===== src/rtl/req_merge_arbiter_pkg.sv =====
// Shared widths, source encodings and helpers for the two-channel request merge arbiter.
// The codebase-wide width and source-tag macros are defined here, ahead of the package.
`ifndef REQ_MERGE_DEFINES
`define REQ_MERGE_DEFINES
`define ADDRESS_WIDTH 32
`define ID_WIDTH 8
`define SRC_CH1 1'b0
`define SRC_CH2 1'b1
`endif

package req_merge_arbiter_pkg;

    localparam int unsigned ADDR_W_DEF     = `ADDRESS_WIDTH;
    localparam int unsigned ID_W_DEF       = `ID_WIDTH;
    localparam int unsigned FIFO_DEPTH_DEF = 4;
    localparam int unsigned DROP_W         = 8;
    localparam int unsigned DROP_SUM_W     = DROP_W + 1;

    localparam logic SRC_CH1 = `SRC_CH1;
    localparam logic SRC_CH2 = `SRC_CH2;

    // Add up to three drops per cycle, sticking at all-ones.
    function automatic logic [DROP_W-1:0] drop_sat_add(input logic [DROP_W-1:0] cnt,
                                                       input logic [1:0]        inc);
        logic [DROP_SUM_W-1:0] sum;
        sum = DROP_SUM_W'(cnt) + DROP_SUM_W'(inc);
        return sum[DROP_W] ? '1 : sum[DROP_W-1:0];
    endfunction

endpackage


===== src/rtl/req_kill_fifo.sv =====
// Small request FIFO whose entries carry a kill bit; a flush marks every stored
// entry (and a same-cycle push) whose id matches.
module req_kill_fifo
    import req_merge_arbiter_pkg::*;
#(
    parameter int unsigned ADDR_W = ADDR_W_DEF,
    parameter int unsigned ID_W   = ID_W_DEF,
    parameter int unsigned DEPTH  = FIFO_DEPTH_DEF
) (
    input  logic              clk,
    input  logic              reset,
    input  logic              push,
    input  logic [ADDR_W-1:0] push_address,
    input  logic [ID_W-1:0]   push_id,
    input  logic              pop,
    input  logic              flush,
    input  logic [ID_W-1:0]   flush_id,
    output logic              full,
    output logic [ADDR_W-1:0] head_address,
    output logic [ID_W-1:0]   head_id,
    output logic              head_live,
    output logic              head_killed
);

    localparam int unsigned PTR_W = $clog2(DEPTH);
    localparam int unsigned CNT_W = PTR_W + 1;

    logic [ADDR_W-1:0] addr_q [DEPTH];
    logic [ADDR_W-1:0] addr_d [DEPTH];
    logic [ID_W-1:0]   id_q   [DEPTH];
    logic [ID_W-1:0]   id_d   [DEPTH];
    logic [DEPTH-1:0]  kill_q, kill_d;
    logic [PTR_W-1:0]  wr_ptr_q, wr_ptr_d, rd_ptr_q, rd_ptr_d;
    logic [CNT_W-1:0]  count_q, count_d;
    logic              empty, push_ok, pop_ok;

    assign empty        = (count_q == '0);
    assign full         = (count_q == CNT_W'(DEPTH));
    assign push_ok      = push && !full;
    assign pop_ok       = pop && !empty;
    assign head_address = addr_q[rd_ptr_q];
    assign head_id      = id_q[rd_ptr_q];
    assign head_live    = !empty && !kill_q[rd_ptr_q];
    assign head_killed  = !empty && kill_q[rd_ptr_q];

    always_comb begin
        addr_d   = addr_q;
        id_d     = id_q;
        kill_d   = kill_q;
        wr_ptr_d = wr_ptr_q;
        rd_ptr_d = rd_ptr_q;
        count_d  = count_q;
        // Parallel id compare across all slots.
        for (int unsigned i = 0; i < DEPTH; i++) begin
            if (flush && (id_q[PTR_W'(i)] == flush_id)) begin
                kill_d[PTR_W'(i)] = 1'b1;
            end
        end
        if (push_ok) begin
            addr_d[wr_ptr_q] = push_address;
            id_d[wr_ptr_q]   = push_id;
            kill_d[wr_ptr_q] = flush && (push_id == flush_id);
            wr_ptr_d         = wr_ptr_q + PTR_W'(1);
        end
        if (pop_ok) begin
            rd_ptr_d = rd_ptr_q + PTR_W'(1);
        end
        case ({push_ok, pop_ok})
            2'b10:   count_d = count_q + CNT_W'(1);
            2'b01:   count_d = count_q - CNT_W'(1);
            default: count_d = count_q;
        endcase
    end

    always_ff @(posedge clk or posedge reset) begin
        if (reset) begin
            for (int unsigned i = 0; i < DEPTH; i++) begin
                addr_q[PTR_W'(i)] <= '0;
                id_q[PTR_W'(i)]   <= '0;
            end
            kill_q   <= '0;
            wr_ptr_q <= '0;
            rd_ptr_q <= '0;
            count_q  <= '0;
        end else begin
            addr_q   <= addr_d;
            id_q     <= id_d;
            kill_q   <= kill_d;
            wr_ptr_q <= wr_ptr_d;
            rd_ptr_q <= rd_ptr_d;
            count_q  <= count_d;
        end
    end

endmodule


===== src/rtl/req_merge_arbiter.sv =====
// Merges two producer request channels onto one registered downstream port with
// round-robin arbitration, id-based flush kills and serialised flush forwarding.
module req_merge_arbiter
    import req_merge_arbiter_pkg::*;
#(
    parameter int unsigned ADDR_W     = ADDR_W_DEF,
    parameter int unsigned ID_W       = ID_W_DEF,
    parameter int unsigned FIFO_DEPTH = FIFO_DEPTH_DEF
) (
    input  logic              clk,
    input  logic              reset,
    input  logic [ADDR_W-1:0] in_address_1,
    input  logic [ID_W-1:0]   in_id_1,
    input  logic              in_valid_1,
    output logic              out_stall_1,
    input  logic              flush_1,
    input  logic [ID_W-1:0]   flush_id_1,
    input  logic [ADDR_W-1:0] in_address_2,
    input  logic [ID_W-1:0]   in_id_2,
    input  logic              in_valid_2,
    output logic              out_stall_2,
    input  logic              flush_2,
    input  logic [ID_W-1:0]   flush_id_2,
    output logic [ADDR_W-1:0] out_address,
    output logic [ID_W-1:0]   out_id,
    output logic              out_valid,
    output logic              out_src,
    input  logic              in_stall,
    output logic              flush_out,
    output logic [ID_W-1:0]   flush_id_out,
    output logic [7:0]        drop_count
);

    logic [ADDR_W-1:0] head_address_1, head_address_2;
    logic [ID_W-1:0]   head_id_1, head_id_2;
    logic              head_live_1, head_live_2, head_killed_1, head_killed_2;
    logic              pop_1, pop_2;

    logic              grant_valid, grant_src, grant_flushed, take, stage_flush;
    logic [ADDR_W-1:0] grant_address;
    logic [ID_W-1:0]   grant_id;
    logic [1:0]        drop_inc;

    logic [ADDR_W-1:0] out_address_q, out_address_d;
    logic [ID_W-1:0]   out_id_q, out_id_d;
    logic              out_valid_q, out_valid_d, out_src_q, out_src_d;
    logic              last_grant_q, last_grant_d;
    logic              flush_out_q, flush_out_d;
    logic [ID_W-1:0]   flush_id_out_q, flush_id_out_d;
    logic              pend_valid_q, pend_valid_d;
    logic [ID_W-1:0]   pend_id_q, pend_id_d;
    logic [DROP_W-1:0] drop_count_q, drop_count_d;

    req_kill_fifo #(.ADDR_W(ADDR_W), .ID_W(ID_W), .DEPTH(FIFO_DEPTH)) u_fifo_1 (
        .clk(clk), .reset(reset),
        .push(in_valid_1), .push_address(in_address_1), .push_id(in_id_1),
        .pop(pop_1), .flush(flush_1), .flush_id(flush_id_1),
        .full(out_stall_1), .head_address(head_address_1), .head_id(head_id_1),
        .head_live(head_live_1), .head_killed(head_killed_1)
    );

    req_kill_fifo #(.ADDR_W(ADDR_W), .ID_W(ID_W), .DEPTH(FIFO_DEPTH)) u_fifo_2 (
        .clk(clk), .reset(reset),
        .push(in_valid_2), .push_address(in_address_2), .push_id(in_id_2),
        .pop(pop_2), .flush(flush_2), .flush_id(flush_id_2),
        .full(out_stall_2), .head_address(head_address_2), .head_id(head_id_2),
        .head_live(head_live_2), .head_killed(head_killed_2)
    );

    // Round-robin pick among live heads; a head matching this cycle's flush is still popped.
    always_comb begin
        grant_valid = head_live_1 || head_live_2;
        if (head_live_1 && head_live_2) begin
            grant_src = ~last_grant_q;
        end else begin
            grant_src = head_live_2 ? SRC_CH2 : SRC_CH1;
        end
        grant_address = (grant_src == SRC_CH2) ? head_address_2 : head_address_1;
        grant_id      = (grant_src == SRC_CH2) ? head_id_2 : head_id_1;
        grant_flushed = (grant_src == SRC_CH2) ? (flush_2 && (head_id_2 == flush_id_2))
                                               : (flush_1 && (head_id_1 == flush_id_1));
        stage_flush   = (out_src_q == SRC_CH2) ? (flush_2 && (out_id_q == flush_id_2))
                                               : (flush_1 && (out_id_q == flush_id_1));
        take  = grant_valid && !in_stall;
        pop_1 = head_killed_1 || (take && (grant_src == SRC_CH1));
        pop_2 = head_killed_2 || (take && (grant_src == SRC_CH2));
    end

    // Output stage, drop counter and flush forwarding.
    always_comb begin
        out_address_d  = out_address_q;
        out_id_d       = out_id_q;
        out_valid_d    = out_valid_q;
        out_src_d      = out_src_q;
        last_grant_d   = last_grant_q;
        flush_out_d    = 1'b0;
        flush_id_out_d = flush_id_out_q;
        pend_valid_d   = pend_valid_q;
        pend_id_d      = pend_id_q;
        drop_inc       = 2'(head_killed_1) + 2'(head_killed_2);

        if (!in_stall) begin
            if (take) begin
                last_grant_d = grant_src;
                if (grant_flushed) begin
                    out_valid_d = 1'b0;
                    drop_inc    = drop_inc + 2'(1);
                end else begin
                    out_address_d = grant_address;
                    out_id_d      = grant_id;
                    out_valid_d   = 1'b1;
                    out_src_d     = grant_src;
                end
            end else begin
                out_valid_d = 1'b0;
            end
        end else if (out_valid_q && stage_flush) begin
            out_valid_d = 1'b0;
            drop_inc    = drop_inc + 2'(1);
        end
        drop_count_d = drop_sat_add(drop_count_q, drop_inc);

        // A pending channel-2 flush goes first; anything arriving alongside it is lost.
        if (pend_valid_q) begin
            flush_out_d    = 1'b1;
            flush_id_out_d = pend_id_q;
            pend_valid_d   = 1'b0;
        end else if (flush_1) begin
            flush_out_d    = 1'b1;
            flush_id_out_d = flush_id_1;
            if (flush_2) begin
                pend_valid_d = 1'b1;
                pend_id_d    = flush_id_2;
            end
        end else if (flush_2) begin
            flush_out_d    = 1'b1;
            flush_id_out_d = flush_id_2;
        end
    end

    always_ff @(posedge clk or posedge reset) begin
        if (reset) begin
            out_address_q  <= '0;
            out_id_q       <= '0;
            out_valid_q    <= 1'b0;
            out_src_q      <= 1'b0;
            last_grant_q   <= SRC_CH2;
            flush_out_q    <= 1'b0;
            flush_id_out_q <= '0;
            pend_valid_q   <= 1'b0;
            pend_id_q      <= '0;
            drop_count_q   <= '0;
        end else begin
            out_address_q  <= out_address_d;
            out_id_q       <= out_id_d;
            out_valid_q    <= out_valid_d;
            out_src_q      <= out_src_d;
            last_grant_q   <= last_grant_d;
            flush_out_q    <= flush_out_d;
            flush_id_out_q <= flush_id_out_d;
            pend_valid_q   <= pend_valid_d;
            pend_id_q      <= pend_id_d;
            drop_count_q   <= drop_count_d;
        end
    end

    assign out_address  = out_address_q;
    assign out_id       = out_id_q;
    assign out_valid    = out_valid_q;
    assign out_src      = out_src_q;
    assign flush_out    = flush_out_q;
    assign flush_id_out = flush_id_out_q;
    assign drop_count   = drop_count_q;

endmodule


===== config.mk =====
export PLATFORM = sky130hd
export DESIGN_NAME = req_merge_arbiter
export DESIGN_NICKNAME = d
export VERILOG_FILES = /design/src/rtl/req_merge_arbiter_pkg.sv /design/src/rtl/req_kill_fifo.sv /design/src/rtl/req_merge_arbiter.sv
export SDC_FILE = /design/constraint.sdc
export NUM_CORES = 1
export LEC_CHECK = 0
export ABC_AREA = 1
export CELL_PAD_IN_SITES_DETAIL_PLACEMENT = 0
export CELL_PAD_IN_SITES_GLOBAL_PLACEMENT = 1
export CORE_UTILIZATION = 40
export DETAILED_ROUTE_END_ITERATION = 10
export PLACE_DENSITY_LB_ADDON = 0.1
export SETUP_SLACK_MARGIN = 0.4
export SLEW_MARGIN = 20
export SYNTH_ARGS = -nofsm -noshare
export SYNTH_HDL_FRONTEND = slang
export SYNTH_SLANG_ARGS = --single-unit

===== constraint.sdc =====
create_clock -name clk -period 20.6 [get_ports clk]
set_input_delay 2.06 -clock clk [delete_from_list [all_inputs] [get_ports clk]]
set_output_delay 2.06 -clock clk [all_outputs]
set_load 0.05 [all_outputs]

==> out/summary.txt, run 1 <==
status - completed
kind of critical path - in2reg
initial DRC count - 1422
Clk pin slew, worst setup/hold paths - 0.06 ns
layout cells sized above 1 - 0.04470
# rows - 81
Post-synth EDFFs - 0
Via density - 5.248
clk root buf - clkbuf_16
synth warn - 0
diode count - 0
fillers - 4855
Post-CTS Resized - 0
gr usage total - 0.2446
Metal-1 WL - 26910 um
sequential area share after synthesis - 0.5158
antenna violations before repair - 0
Cell Pwr Density - 175.6 nW/um2
wire per inst - 18.78 um
Crit. End Element - flop
Num CTS Buffers - 46
gr ovfl total - 0
GP Congestion - 0.9017
Hold Path End - out_address[16]
Syn Area/Cell - 8.012 um2
post-route antenna net violation count - 0
Sequential Area - 10290 um2
worst r2r path cells - 23
Hold Path Class - reg2reg
commonest non-fill, non-tap cells in the layout - nand2_1, o21ai_0, dfrtp_1
critical path required time - 21.06 ns
Die Area - 50750 um2
I/O Pins - 164
commonest non-fill, non-tap cell in the layout - nand2_1
register bit count reported by yosys - 411
CTS H-tree lvls - 2
pin count of the biggest net entering global routing - 165
final setup fails - 0
Max Buffers Root-to-Sink - 3
clk_skew - 0.01135 ns
fin crit share - 0.2387
area of the multi-input gates - 8434 um2
WHS - 0.4754 ns
WL met3 - 3088 um
max-cap violations - 0
Pre-Repair DR Iteration Count - 5
final net count - 2683
Worst Path Max Fanout - 10
WP data arrival - 5.37 ns
Post-CTS Setup Bufs - 0
Placed Cells - 3179
min cycle time layout - 4.916 ns
Critical R2R Launch - u_fifo_2.rd_ptr_q[0]
P_leak - 0.01107 uW
clock sink count - 411
clock latency on the worst-skew pair - 0.59 ns
CP Launch Type - primary input
via count - 17100
worst hold start - out_address[16]
first-pass GRT wire length - 95860 um
Final Non-Filler Cells - 3259
Final Hold Fails - 0
VDD IR max - 0.08373 mV
P&R area growth vs syn - 17.85%
post-detail-place hpwl - 40090 um
syn nets - 2609
Slew Limit Fails - 0
RSZ-0062 raised after global routing - no
met2 WL - 29280 um
FMAX - 203.4 MHz
CP startpoint - flush_id_1[1]
final wirelength - 61200 um
Cell Area, Synth - 19940 um2
reg-to-reg setup timing slack - 16.04 ns
post-synthesis cell type count - 46
worst hold path depth - 2
RR Endpoint - drop_count[5]
ys async rst share - 1.000
# hold bufs at CTS - 0
core area - 49050 um2
Worst Max-Slew Pin Slew - 1.009 ns
# DRC - 0
Initial Util - 0.4066
vias in the first global route - 16480
synthesized instance count - 2489
top sig layer - met4
CTS tree - done
total negative slack - 0 ns
die width - 225.3 um
Buffers on Ports - 163
Max transition margin - 0.3273
die height - 225.3 um
ys flop type - dfrtp_1
## cells by family (layout without fill, tap and decap cells)
kind of cell / after synthesis / in the layout / synth area share
AND/OR/NAND/NOR: 1060 / 1060 / 0.2138
XOR/XNOR: 46 / 46 / 0.02020
flip-flops: 411 / 411 / 0.5158
buffers and inverters: 320 / 426 / 0.06431
AO/OA/AOI/OAI: 635 / 635 / 0.1741
adder cells (fa/ha/maj): 17 / 17 / 0.01180
## report_power, final
part / internal (uW) / switching, uW
Combinational: 608 / 1250
Sequential: 1180 / 257
Clock: 497 / 342
Total: 2280 / 1840
## cells in the mapped netlist (6+ instances only)
| library cell | number | share of area |
|---|---|---|
| a32o_1 | 32 | 0.016 |
| nor3_1 | 24 | 0.0060 |
| a221oi_1 | 6 | 0.0026 |
| dfrtp_1 | 410 | 0.51 |
| buf_1 | 10 | 0.0019 |
| inv_1 | 161 | 0.030 |
| buf_2 | 15 | 0.0038 |
| nand3_1 | 89 | 0.022 |
| nor2_1 | 129 | 0.024 |
| o22ai_1 | 47 | 0.015 |
| a21oi_1 | 53 | 0.013 |
| ha_1 | 14 | 0.0088 |
| xor2_1 | 33 | 0.014 |
| a211oi_1 | 7 | 0.0026 |
| o21ai_0 | 479 | 0.12 |
| buf_4 | 6 | 0.0023 |
| xnor2_1 | 13 | 0.0057 |
| nand2_1 | 779 | 0.15 |
| nand4_1 | 10 | 0.0031 |
| clkbuf_1 | 112 | 0.021 |
## stage by stage
stage,instance area [um2],setup WS [ns],power [uW],utilization
final,23500,15.68,4126,0.4791
after global routing,23500,15.38,4465,0.4791
after CTS,23500,15.70,4172,0.4791
after detailed placement,21950,15.10,3310,0.4475
after global placement,21950,15.14,3287,0.4475
after floorplan,19940,7.105,2708,-
## flip-flops by register name, indices dropped and copies added, names as in the netlist, 3 cells and up
| name | count |
|---|---|
| u_fifo_2.id_q | 32 |
| flush_id_out | 8 |
| u_fifo_1.kill_q | 4 |
| u_fifo_1.addr_q | 128 |
| drop_count | 8 |
| u_fifo_2.addr_q | 128 |
| out_address | 32 |
| pend_id_q | 8 |
| out_id | 8 |
| u_fifo_2.count_q | 3 |
| u_fifo_2.kill_q | 4 |
| u_fifo_1.id_q | 32 |
| u_fifo_1.count_q | 3 |
## worst max-delay path, cell delays in order
cell and delay (ns):
clkdlybuf4s50_1 0.61, clkinv_1 0.34, nand2_1 0.16, o21ai_0 0.11, nor4_1 0.27, nand3b_1 0.13
nand2_1 0.08, nand4_1 0.10, nand3_1 0.11, nand2_1 0.09, ha_1 0.22, fa_1 0.40
nand2_1 0.11, nor2_1 0.05, inv_1 0.08, nor2_1 0.07, nand2_1 0.13, a21boi_0 0.18
o21ai_0 0.10
## worst max path at each step
stage                               end  slack [ns]  cells past startpoint
after floorplan           drop_count[0]        7.11                      1
after global placement    drop_count[5]       15.14                     19
after detailed placement  drop_count[5]       15.10                     19
after CTS                 drop_count[5]       15.70                     19
after global routing      drop_count[5]       15.38                     19
final                     drop_count[5]       15.68                     19
## area by class of cell
type / instances / share of cell area
Multi-Input combinational cell: 1758 / 0.3589
Timing Repair Buffer: 174 / 0.07400
Clock inverter: 12 / 0.008039
Tap cell: 664 / 0.03535
Inverter: 172 / 0.02790
Sequential cell: 411 / 0.4378
Clock buffer: 68 / 0.05808
## routing by layer
| layer | track usage | vias up |
|---|---|---|
| met5 | 0 | - |
| met4 | 0.08514 | 0 |
| met3 | 0.03507 | 98 |
| met2 | 0.4099 | 450 |
| met1 | 0.3231 | 8231 |
| li1 | - | 8324 |
Power figures use the tool's default switching activity.
==> inputs of run 2 (changes only) <==
Clock period 20.6 ns to 4.9 ns, I/O delays scaled along.
==> run 2 against run 1 <==
- sequential cell count is the same
- die area is the same
- worst hold slack lost 0.036 ns
- worst setup slack lost 15 ns
- clock power grew to 4.2 times the previous value
- global-route usage is essentially flat
- sequential share of layout area shrank 0.20 points
- cell count grew 0.52%
- combinational power grew to 4.2 times the previous value
- total power grew to 4.2 times the previous value
- critical path depth grew 3
- via count grew 0.32%
==> out/summary.txt, run 2 (synthesis gave the netlist of run 1 again) <==
status - completed
core area - 49050 um2 (unchanged)
gr usage total - 0.2451 (+0.0004792)
Pre-Repair DR Iteration Count - 5 (unchanged)
clk_skew - 0.03033 ns (+0.01899 ns)
CTS tree - done
post-route antenna net violation count - 0 (unchanged)
Via density - 5.237 (-0.20%)
initial DRC count - 1322 (-7.0%)
clock latency on the worst-skew pair - 0.60 ns (about the same)
post-detail-place hpwl - 40290 um (+0.52%)
commonest non-fill, non-tap cells in the layout - nand2_1, o21ai_0, dfrtp_1
# rows - 81 (unchanged)
clock sink count - 411 (unchanged)
WHS - 0.4398 ns (-0.03560 ns)
commonest non-fill, non-tap cell in the layout - nand2_1
fin crit share - 0.7822
Post-Place Cell Area - 22020 um2 (+0.34%)
final net count - 2693 (+0.37%)
Worst Path Max Fanout - 31 (+21)
Num CTS Buffers - 47 (+2.2%)
P_leak - 0.01111 uW (+0.33%)
# DRC - 0 (unchanged)
P&R area growth vs syn - 18.38%
critical path required time - 5.34 ns (-15.72 ns)
die width - 225.3 um (unchanged)
first-pass GRT wire length - 96160 um (+0.31%)
Die Area - 50750 um2 (unchanged)
Max transition margin - 0.3576 (+0.03035)
Final Hold Fails - 0 (unchanged)
Post-CTS Setup Bufs - 0 (unchanged)
gr ovfl total - 0 (unchanged)
fillers - 4893 (+0.78%)
clk root buf - clkbuf_16
final instance area - 23610 um2 (+0.45%)
GP Congestion - 0.8951 (-0.73%)
Slew Limit Fails - 0 (unchanged)
min cycle time layout - 3.833 ns
die height - 225.3 um (unchanged)
final setup fails - 0 (unchanged)
CP Launch Type - flop
antenna violations before repair - 2 (+2)
vias in the first global route - 16530 (+0.28%)
layout cells sized above 1 - 0.04900 (+0.004303)
I/O Pins - 164 (unchanged)
Post-CTS Resized - 0 (unchanged)
Max Buffers Root-to-Sink - 3 (unchanged)
Worst Max-Slew Pin Slew - 0.9615 ns (-0.04755 ns)
max-cap violations - 0 (unchanged)
Hold Path Class - in2async
Clk pin slew, worst setup/hold paths - 0.06 ns (about the same)
biggest regs - u_fifo_1.addr_q: 128 flops, u_fifo_2.addr_q: 128 flops
diode count - 0 (unchanged)
Crit. End Element - flop
total negative slack - 0 ns (unchanged)
Buffers on Ports - 163 (unchanged)
FMAX - 260.9 MHz
Initial Util - 0.4066 (unchanged)
RSZ-0062 raised after global routing - no
wire per inst - 18.60 um (-0.95%)
CTS H-tree lvls - 2 (unchanged)
Cell Pwr Density - 735.3 nW/um2 (+320%)
final wirelength - 60930 um (-0.43%)
VDD IR max - 0.3497 mV (+320%)
# hold bufs at CTS - 0 (unchanged)
WP data arrival - 4.28 ns (-1.09 ns)
via count - 17160 (+0.32%)
pin count of the biggest net entering global routing - 124 (-25%)
kind of critical path - reg2reg
[run 2: cell count changes in the layout (fill, tap and decap cells not counted), moves of 2 or more]
cell / delta
buf_4: +7
clkbuf_1: +5
clkbuf_8: +5
nand2_2: +3
nand2_4: -3
buf_12: +2
bufinv_16: -2
clkinvlp_4: +2
[run 2: area by class of cell]
| type | count | area (um2) | area share |
|---|---|---|---|
| flip-flops and latches | 411 | 10290 | 0.4358 |
| multi-input cells | 1758 | 8419 | 0.3566 |
| repair buffers | 183 | 1832 | 0.07759 |
| clock buffers | 79 | 1478 | 0.06259 |
| well taps | 664 | 830.8 | 0.03519 |
| inverters | 172 | 651.9 | 0.02761 |
| clock inverters | 9 | 108.9 | 0.004611 |
[run 2: worst max-delay path: stages, from the launching register on]
cell and delay [ns]:
dfrtp_2 0.73, inv_2 0.29, nand2_1 0.12, nand3_1 0.09, nand2_1 0.14, nand3_1 0.10
nand2_2 0.20, inv_2 0.16, nor2_1 0.12, nand3_1 0.07, nand2_1 0.09, nand2_1 0.08
nand3_1 0.08, nand2_1 0.09, ha_1 0.22, fa_1 0.39, nand2_1 0.12, nor2_1 0.05
inv_1 0.08, nor2_1 0.07, nand2_1 0.12, a21boi_0 0.18, o21ai_0 0.10
[run 2: worst paths after layout]
path	depth (start not counted)	to	slack, ns	from
max	22	drop_count[5]	1.07	u_fifo_1.rd_ptr_q[0]
max in group asynchronous	3	u_fifo_1.addr_q[37]	3.26	reset
min	2	u_fifo_2.id_q[24]	0.44	reset
max reg2reg	22	drop_count[5]	1.07	u_fifo_1.rd_ptr_q[0]
min reg2reg	2	out_address[7]	0.47	out_address[7]
min in group clk	2	out_address[7]	0.47	out_address[7]
[run 2: metrics by stage]
stage	setup slack (ns)	power, uW	cells	util
after global placement	1.068	13790	3188	0.4490
final	1.067	17360	3276	0.4813
after detailed placement	0.9615	13900	3188	0.4490
after global routing	0.6877	18790	3276	0.4813
after CTS	1.068	17540	3276	0.4813
after floorplan	-1.129	11390	2489	-
[run 2: report_power, final]
group / leakage, uW / switching, uW / internal [uW] / total [uW]
clock network: 0.000776 / 1450 / 2110 / 3560
logic: 0.00520 / 5130 / 2580 / 7720
registers: 0.00513 / 1140 / 4940 / 6090
total: 0.0111 / 7730 / 9630 / 17400
[run 2: layer usage]
metal,wire (um),track usage,up-vias
met5,32,0,-
met4,1912,0.08273,4
met3,3579,0.05215,106
met2,29000,0.4018,469
met1,26400,0.3211,8228
li1,-,-,8351
